File: config.mk
export PLATFORM = sky130hd
export DESIGN_NAME = fft_bitrev_loader_flat
export DESIGN_NICKNAME = d
export VERILOG_FILES = /design/src/rtl/fft_bitrev_loader_if.sv /design/src/rtl/fft_bitrev_loader.sv /design/src/flat_wrapper.sv
export SDC_FILE = /design/constraint.sdc
export NUM_CORES = 1
export LEC_CHECK = 0
export ABC_AREA = 1
export CORE_MARGIN = 4
export CORE_UTILIZATION = 46
export DETAILED_ROUTE_END_ITERATION = 7
export HOLD_SLACK_MARGIN = 0.1
export PLACE_DENSITY = 0.83
export SYNTH_ARGS = -nofsm -noshare
export SYNTH_HDL_FRONTEND = slang
export SYNTH_SLANG_ARGS = --single-unit
File: constraint.sdc
create_clock -name clk -period 2 [get_ports clk]
set_clock_uncertainty 0.2 [all_clocks]
set_input_delay 0.4 -clock clk [delete_from_list [all_inputs] [get_ports clk]]
set_output_delay 0.4 -clock clk [all_outputs]
set_load 0.02 [all_outputs]
File: src/rtl/fft_bitrev_loader_if.sv
// Sample stream, FFT RAM write port and FFT control handshake between
// upstream, the bit-reversal loader and the FFT core.
interface fft_bitrev_loader_if #(
   parameter int ADDR_WIDTH = 13,
   parameter int DATA_WIDTH = 32
);
   logic                  in_valid;
   logic                  in_ready;
   logic [DATA_WIDTH-1:0] in_data;
   logic                  in_last;
   logic                  ram_wr_en;
   logic [ADDR_WIDTH-1:0] ram_wr_addr;
   logic [DATA_WIDTH-1:0] ram_wr_data;
   logic                  fft_start;
   logic                  fft_done;
   logic                  busy;
   logic                  frame_err;

   modport master (
      output in_valid, in_data, in_last, fft_done,
      input  in_ready, ram_wr_en, ram_wr_addr, ram_wr_data, fft_start, busy, frame_err
   );

   modport slave (
      input  in_valid, in_data, in_last, fft_done,
      output in_ready, ram_wr_en, ram_wr_addr, ram_wr_data, fft_start, busy, frame_err
   );
endinterface

File: src/rtl/fft_bitrev_loader.sv
// Loads a natural-order sample frame into the FFT RAM at bit-reversed
// addresses, zero-pads short frames, then starts the FFT and waits for done.
module fft_bitrev_loader #(
   parameter int N          = 8192,
   parameter int ADDR_WIDTH = 13,
   parameter int DATA_WIDTH = 32
) (
   input  logic              clk,
   input  logic              rst,
   input  logic              en,
   fft_bitrev_loader_if.slave bus
);
   typedef enum logic [2:0] {IDLE, LOAD, PAD, START, WAIT} state_t;

   state_t                state, state_d;
   logic [ADDR_WIDTH-1:0] count, count_d;
   logic                  wr_en_q, wr_en_d;
   logic [ADDR_WIDTH-1:0] wr_addr_q, wr_addr_d;
   logic [DATA_WIDTH-1:0] wr_data_q, wr_data_d;
   logic                  start_q, start_d;
   logic                  busy_q, busy_d;
   logic                  err_q, err_d;
   // Held low for one cycle after reset so in_ready cannot rise the
   // very cycle reset is released.
   logic                  armed;
   logic                  accept;
   logic                  last_idx;

   function automatic logic [ADDR_WIDTH-1:0] bitrev(input logic [ADDR_WIDTH-1:0] v);
      logic [ADDR_WIDTH-1:0] r;
      for (int i = 0; i < ADDR_WIDTH; i++) r[ADDR_WIDTH-1-i] = v[i];
      return r;
   endfunction

   assign last_idx        = (count == ADDR_WIDTH'(N-1));
   assign bus.in_ready    = ~rst & armed & en & ((state == IDLE) || (state == LOAD));
   assign accept          = bus.in_valid & bus.in_ready;
   assign bus.ram_wr_en   = wr_en_q;
   assign bus.ram_wr_addr = wr_addr_q;
   assign bus.ram_wr_data = wr_data_q;
   assign bus.fft_start   = start_q;
   assign bus.busy        = busy_q;
   assign bus.frame_err   = err_q;

   always_comb begin
      state_d   = state;
      count_d   = count;
      wr_en_d   = 1'b0;
      wr_addr_d = wr_addr_q;
      wr_data_d = wr_data_q;
      start_d   = 1'b0;
      busy_d    = busy_q;
      err_d     = err_q;
      case (state)
         IDLE, LOAD: begin
            if (accept) begin
               wr_en_d   = 1'b1;
               wr_addr_d = bitrev(count);
               wr_data_d = bus.in_data;
               count_d   = count + 1'b1;
               busy_d    = 1'b1;
               if (state == IDLE) err_d = 1'b0;
               if (last_idx) begin
                  state_d = START;
                  if (!bus.in_last) err_d = 1'b1;
               end else if (bus.in_last) begin
                  state_d = PAD;
                  err_d   = 1'b1;
               end else begin
                  state_d = LOAD;
               end
            end
         end
         PAD: begin
            if (en) begin
               wr_en_d   = 1'b1;
               wr_addr_d = bitrev(count);
               wr_data_d = '0;
               count_d   = count + 1'b1;
               if (last_idx) state_d = START;
            end
         end
         START: begin
            if (en) begin
               start_d = 1'b1;
               count_d = '0;
               state_d = WAIT;
            end
         end
         WAIT: begin
            // fft_done is honoured regardless of en
            if (bus.fft_done) begin
               state_d = IDLE;
               busy_d  = 1'b0;
            end
         end
         default: state_d = IDLE;
      endcase
   end

   always_ff @(posedge clk) begin
      if (rst) begin
         state     <= IDLE;
         count     <= '0;
         wr_en_q   <= 1'b0;
         wr_addr_q <= '0;
         wr_data_q <= '0;
         start_q   <= 1'b0;
         busy_q    <= 1'b0;
         err_q     <= 1'b0;
         armed     <= 1'b0;
      end else begin
         state     <= state_d;
         count     <= count_d;
         wr_en_q   <= wr_en_d;
         wr_addr_q <= wr_addr_d;
         wr_data_q <= wr_data_d;
         start_q   <= start_d;
         busy_q    <= busy_d;
         err_q     <= err_d;
         armed     <= 1'b1;
      end
   end
endmodule
File: src/flat_wrapper.sv
// flat-port wrapper written by rule: the top's interface ports become plain ports
module fft_bitrev_loader_flat 
#(
   parameter int N          = 8192,
   parameter int ADDR_WIDTH = 13,
   parameter int DATA_WIDTH = 32
)
  (clk, rst, en, bus_in_valid, bus_in_data, bus_in_last, bus_fft_done, bus_in_ready, bus_ram_wr_en, bus_ram_wr_addr, bus_ram_wr_data, bus_fft_start, bus_busy, bus_frame_err);
  fft_bitrev_loader_if #(.ADDR_WIDTH(ADDR_WIDTH), .DATA_WIDTH(DATA_WIDTH)) bus_i ();
  input  logic clk;
  input  logic rst;
  input  logic en;
  input wire logic [$bits(bus_i.in_valid)-1:0] bus_in_valid;
  input wire logic [$bits(bus_i.in_data)-1:0] bus_in_data;
  input wire logic [$bits(bus_i.in_last)-1:0] bus_in_last;
  input wire logic [$bits(bus_i.fft_done)-1:0] bus_fft_done;
  output wire logic [$bits(bus_i.in_ready)-1:0] bus_in_ready;
  output wire logic [$bits(bus_i.ram_wr_en)-1:0] bus_ram_wr_en;
  output wire logic [$bits(bus_i.ram_wr_addr)-1:0] bus_ram_wr_addr;
  output wire logic [$bits(bus_i.ram_wr_data)-1:0] bus_ram_wr_data;
  output wire logic [$bits(bus_i.fft_start)-1:0] bus_fft_start;
  output wire logic [$bits(bus_i.busy)-1:0] bus_busy;
  output wire logic [$bits(bus_i.frame_err)-1:0] bus_frame_err;
  assign bus_i.in_valid = bus_in_valid;
  assign bus_i.in_data = bus_in_data;
  assign bus_i.in_last = bus_in_last;
  assign bus_i.fft_done = bus_fft_done;
  assign bus_in_ready = bus_i.in_ready;
  assign bus_ram_wr_en = bus_i.ram_wr_en;
  assign bus_ram_wr_addr = bus_i.ram_wr_addr;
  assign bus_ram_wr_data = bus_i.ram_wr_data;
  assign bus_fft_start = bus_i.fft_start;
  assign bus_busy = bus_i.busy;
  assign bus_frame_err = bus_i.frame_err;
  fft_bitrev_loader #(.N(N), .ADDR_WIDTH(ADDR_WIDTH), .DATA_WIDTH(DATA_WIDTH)) u_core (.clk(clk), .rst(rst), .en(en), .bus(bus_i));
endmodule
==> impl_metrics.tcl <==
set metrics [dict create \
    nets 518 \
    post-place-ws_ns -0.3527 \
    cp.required_ns 1.40 \
    netSwitchingPower_mw 0.6744 \
    grt_pass1_wl_um 11660 \
    min_path_type "reg2reg" \
    die_h_um 84.99 \
    wl_per_cell_um 12.70 \
    ctsLongestPathBuffers 2 \
    hold_violations 0 \
    syn_area_per_cell_um2 7.232 \
    crit_chain "clkdlybuf4s50_1" \
    holdPathStages 2 \
    place.gp.congestion 0.8554 \
    final_util_pct 70.81 \
    max-cap-violations 0 \
    p_per_area_mw_per_mm2 709.0 \
    dr_total_vias 2722 \
    async_flop_share_pct 0 \
    fmax_mhz 518.0 \
    cts_tree "done" \
    grt_usage_pct 20.33 \
    worst_slew_pin_slew_ns 0.4085 \
    p_int_mw 2.158 \
    core_area_mm2 0.005642 \
    first_pass_iters 4 \
    cp.depth 1 \
    postCtsHoldBufs 0 \
    wl_um 7063 \
    synth_cell_type_count 25 \
    ys_seq_area_share_pct 48.46 \
    postCtsSetupRepairBufs 0 \
    dieWidth_um 84.99 \
    grt_pass1_vias 2606 \
    grt_antenna_before_repair 0 \
    insertedDiodeCount 0 \
    grt_max_degree 40 \
    combPwrFrac_pct 11.5 \
    p_total_mw 2.833 \
    syn_to_final_growth_pct 46.54 \
    relSlewSlack_pct 72.76 \
    criticalPathCategory "reg2out" \
    crit_family "buffers and inverters" \
    cts_sinks 66 \
    netlist_instances 377 \
    post-dp-hpwl_um 5090 \
    vias_per_cell 4.896 \
    path_clk_slew_ns 0.07 \
    drive_gt1_share_pct 11.36 \
    yosys_warnings 0 \
    synth_nets 416 \
    min_period_ns 1.931 \
    n_fill_cell 446 \
    cpMaxStageDelayCell "clkdlybuf4s50_1" \
    start_util_pct 48.33 \
    synthesis.area_mm2 0.002726 \
    placement.io_buffers 87 \
    ant_nets 0 \
    finalSetupViolations 0 \
    p_leak_nw 1.547 \
    fin_area_mm2 0.003995 \
    critPathArrivalTime_ns 1.33 \
    crit_buf_inv 1 \
    synth_seq_cells 66 \
    tns_ns 0 \
    crit_path_end_kind "output pin" \
    synth_commonest_cells "122 x nand2_1, 66 x dfxtp_1, 56 x a21oi_1, 42 x nor2_1, 23 x o21ai_0" \
    slowest_delay_ns 0.62 \
    yosys.area.top_type "dfxtp_1" \
    clk_latency_ns 0.34 \
    post-route-drc-count 0 \
    synth_edf_count 0 \
    status "finished clean" \
    worstPathMaxFanout 4 \
    layout_setup_ws_ns 0.06933 \
    drt_iter0_drc 110 \
    cts-root-buf "clkbuf_8" \
    r2r_cells 8 \
    start_kind "flip-flop" \
    cts_htree_levels 3 \
    num_rows 27 \
    io_pins 88 \
    p_seq_share_pct 48.2 \
    dieArea_mm2 0.007222 \
    placed_area_mm2 0.003790 \
    ir_drop_mv 0.5273 \
    grt_overflow 0 \
    p_sw_share_pct 23.81 \
    synth_ff_type "dfxtp_1" \
    slew_viol_final 0 \
    cts_buffers 9 \
    rsz0062_at_grt "no" \
    p_clk_share_pct 40.3 \
    yosysMostFrequentCell "nand2_1" \
    fin_crit_sh_pct 96.53 \
    yosys-top-cells-area "dfxtp_1 48%, nand2_1 17%, a21oi_1 10%" \
    synth_top_area_share_pct 48.46 \
]
[power groups by stage]
stage | clock [mW] | sequential (mW) | combinational (mW)
3_5_place_dp | 0 | 1.39 | 0.329
4_1_cts | 1.16 | 1.37 | 0.330
2_1_floorplan | 0 | 1.43 | 0.113
3_3_place_gp | 0 | 1.39 | 0.325
5_1_grt | 1.23 | 1.37 | 0.356
6_report | 1.14 | 1.36 | 0.327
[final cells by class]
type / instances / area, µm² / share of cell area (%)
clock buffers: 12 / 155.1 / 3.884
clock inverters: 4 / 50.05 / 1.253
inverters: 26 / 97.59 / 2.443
multi-input cells: 268 / 1207 / 30.22
flip-flops and latches: 66 / 1321 / 33.07
well taps: 72 / 90.09 / 2.255
repair buffers: 108 / 1074 / 26.87
[state kept, by name, indices dropped and copies added, names as in the netlist]
register and flops:
u_core.bus.ram_wr_data 32, u_core.bus.ram_wr_en 1, u_core.state 3, u_core.count 13
u_core.bus.fft_start 1, u_core.armed 1, u_core.bus.busy 1, u_core.bus.ram_wr_addr 13
u_core.bus.frame_err 1
[cell families (layout without fill, tap and decap cells)]
group | Yosys count | after routing | synth area share [%]
adder cells (fa/ha/maj) | 1 | 1 | 0.4589
AND/OR/NAND/NOR | 184 | 184 | 27.54
buffers and inverters | 43 | 150 | 7.434
flip-flops | 66 | 66 | 48.46
AO/OA/AOI/OAI | 83 | 83 | 16.11
[routing by layer]
metal | global-route usage, % | up-vias | part of all wire (%)
met4 | 10.94 | 0 | 2.4
met2 | 32.06 | 90 | 46
met3 | 9.126 | 15 | 9.9
met1 | 22.95 | 1214 | 42
met5 | 0 | - | 0
li1 | - | 1403 | -
[per-stage QoR]
step | std cells | hold WS (ns)
3_3_place_gp | 540 | 0.2450
6_report | 556 | 0.2578
4_1_cts | 556 | 0.2592
2_1_floorplan | 377 | 0.2707
5_1_grt | 556 | 0.2852
3_5_place_dp | 540 | 0.2498
[timing repair]
action / in CTS / in global routing
pin swaps: 0 / 0
endpoints found under the hold margin: 0 / 0
setup endpoints to repair: 1 / 2
gates resized for setup: 4 / 1
[cells in the final DEF, fill, tap and decap left out, types with 2 or more instances in the layout]
cell type and count:
inv_1 21, nor3_1 4, a21oi_1 56, o21ai_0 23, nor2_4 2, clkdlybuf4s50_1 86
inv_2 5, clkbuf_8 11, buf_12 4, nand3_2 3, nor2_1 42, nand2_2 4
clkinvlp_4 2, buf_4 17, dfxtp_1 66, nand3_1 5, nand2_1 122
[final timing paths]
kind	startpoint	endpoint	slack [ns]
setup / recovery	u_core.bus.frame_err$_SDFFE_PP0P_	bus_frame_err	0.07
hold / removal	u_core.bus.ram_wr_data[29]$_SDFFE_PP0P_	u_core.bus.ram_wr_data[29]$_SDFFE_PP0P_	0.26
setup reg to reg	u_core.state[2]$_SDFFE_PP0P_	u_core.bus.ram_wr_data[31]$_SDFFE_PP0P_	0.23
hold reg to reg	u_core.bus.ram_wr_data[29]$_SDFFE_PP0P_	u_core.bus.ram_wr_data[29]$_SDFFE_PP0P_	0.26
Power figures use the tool's default switching activity.
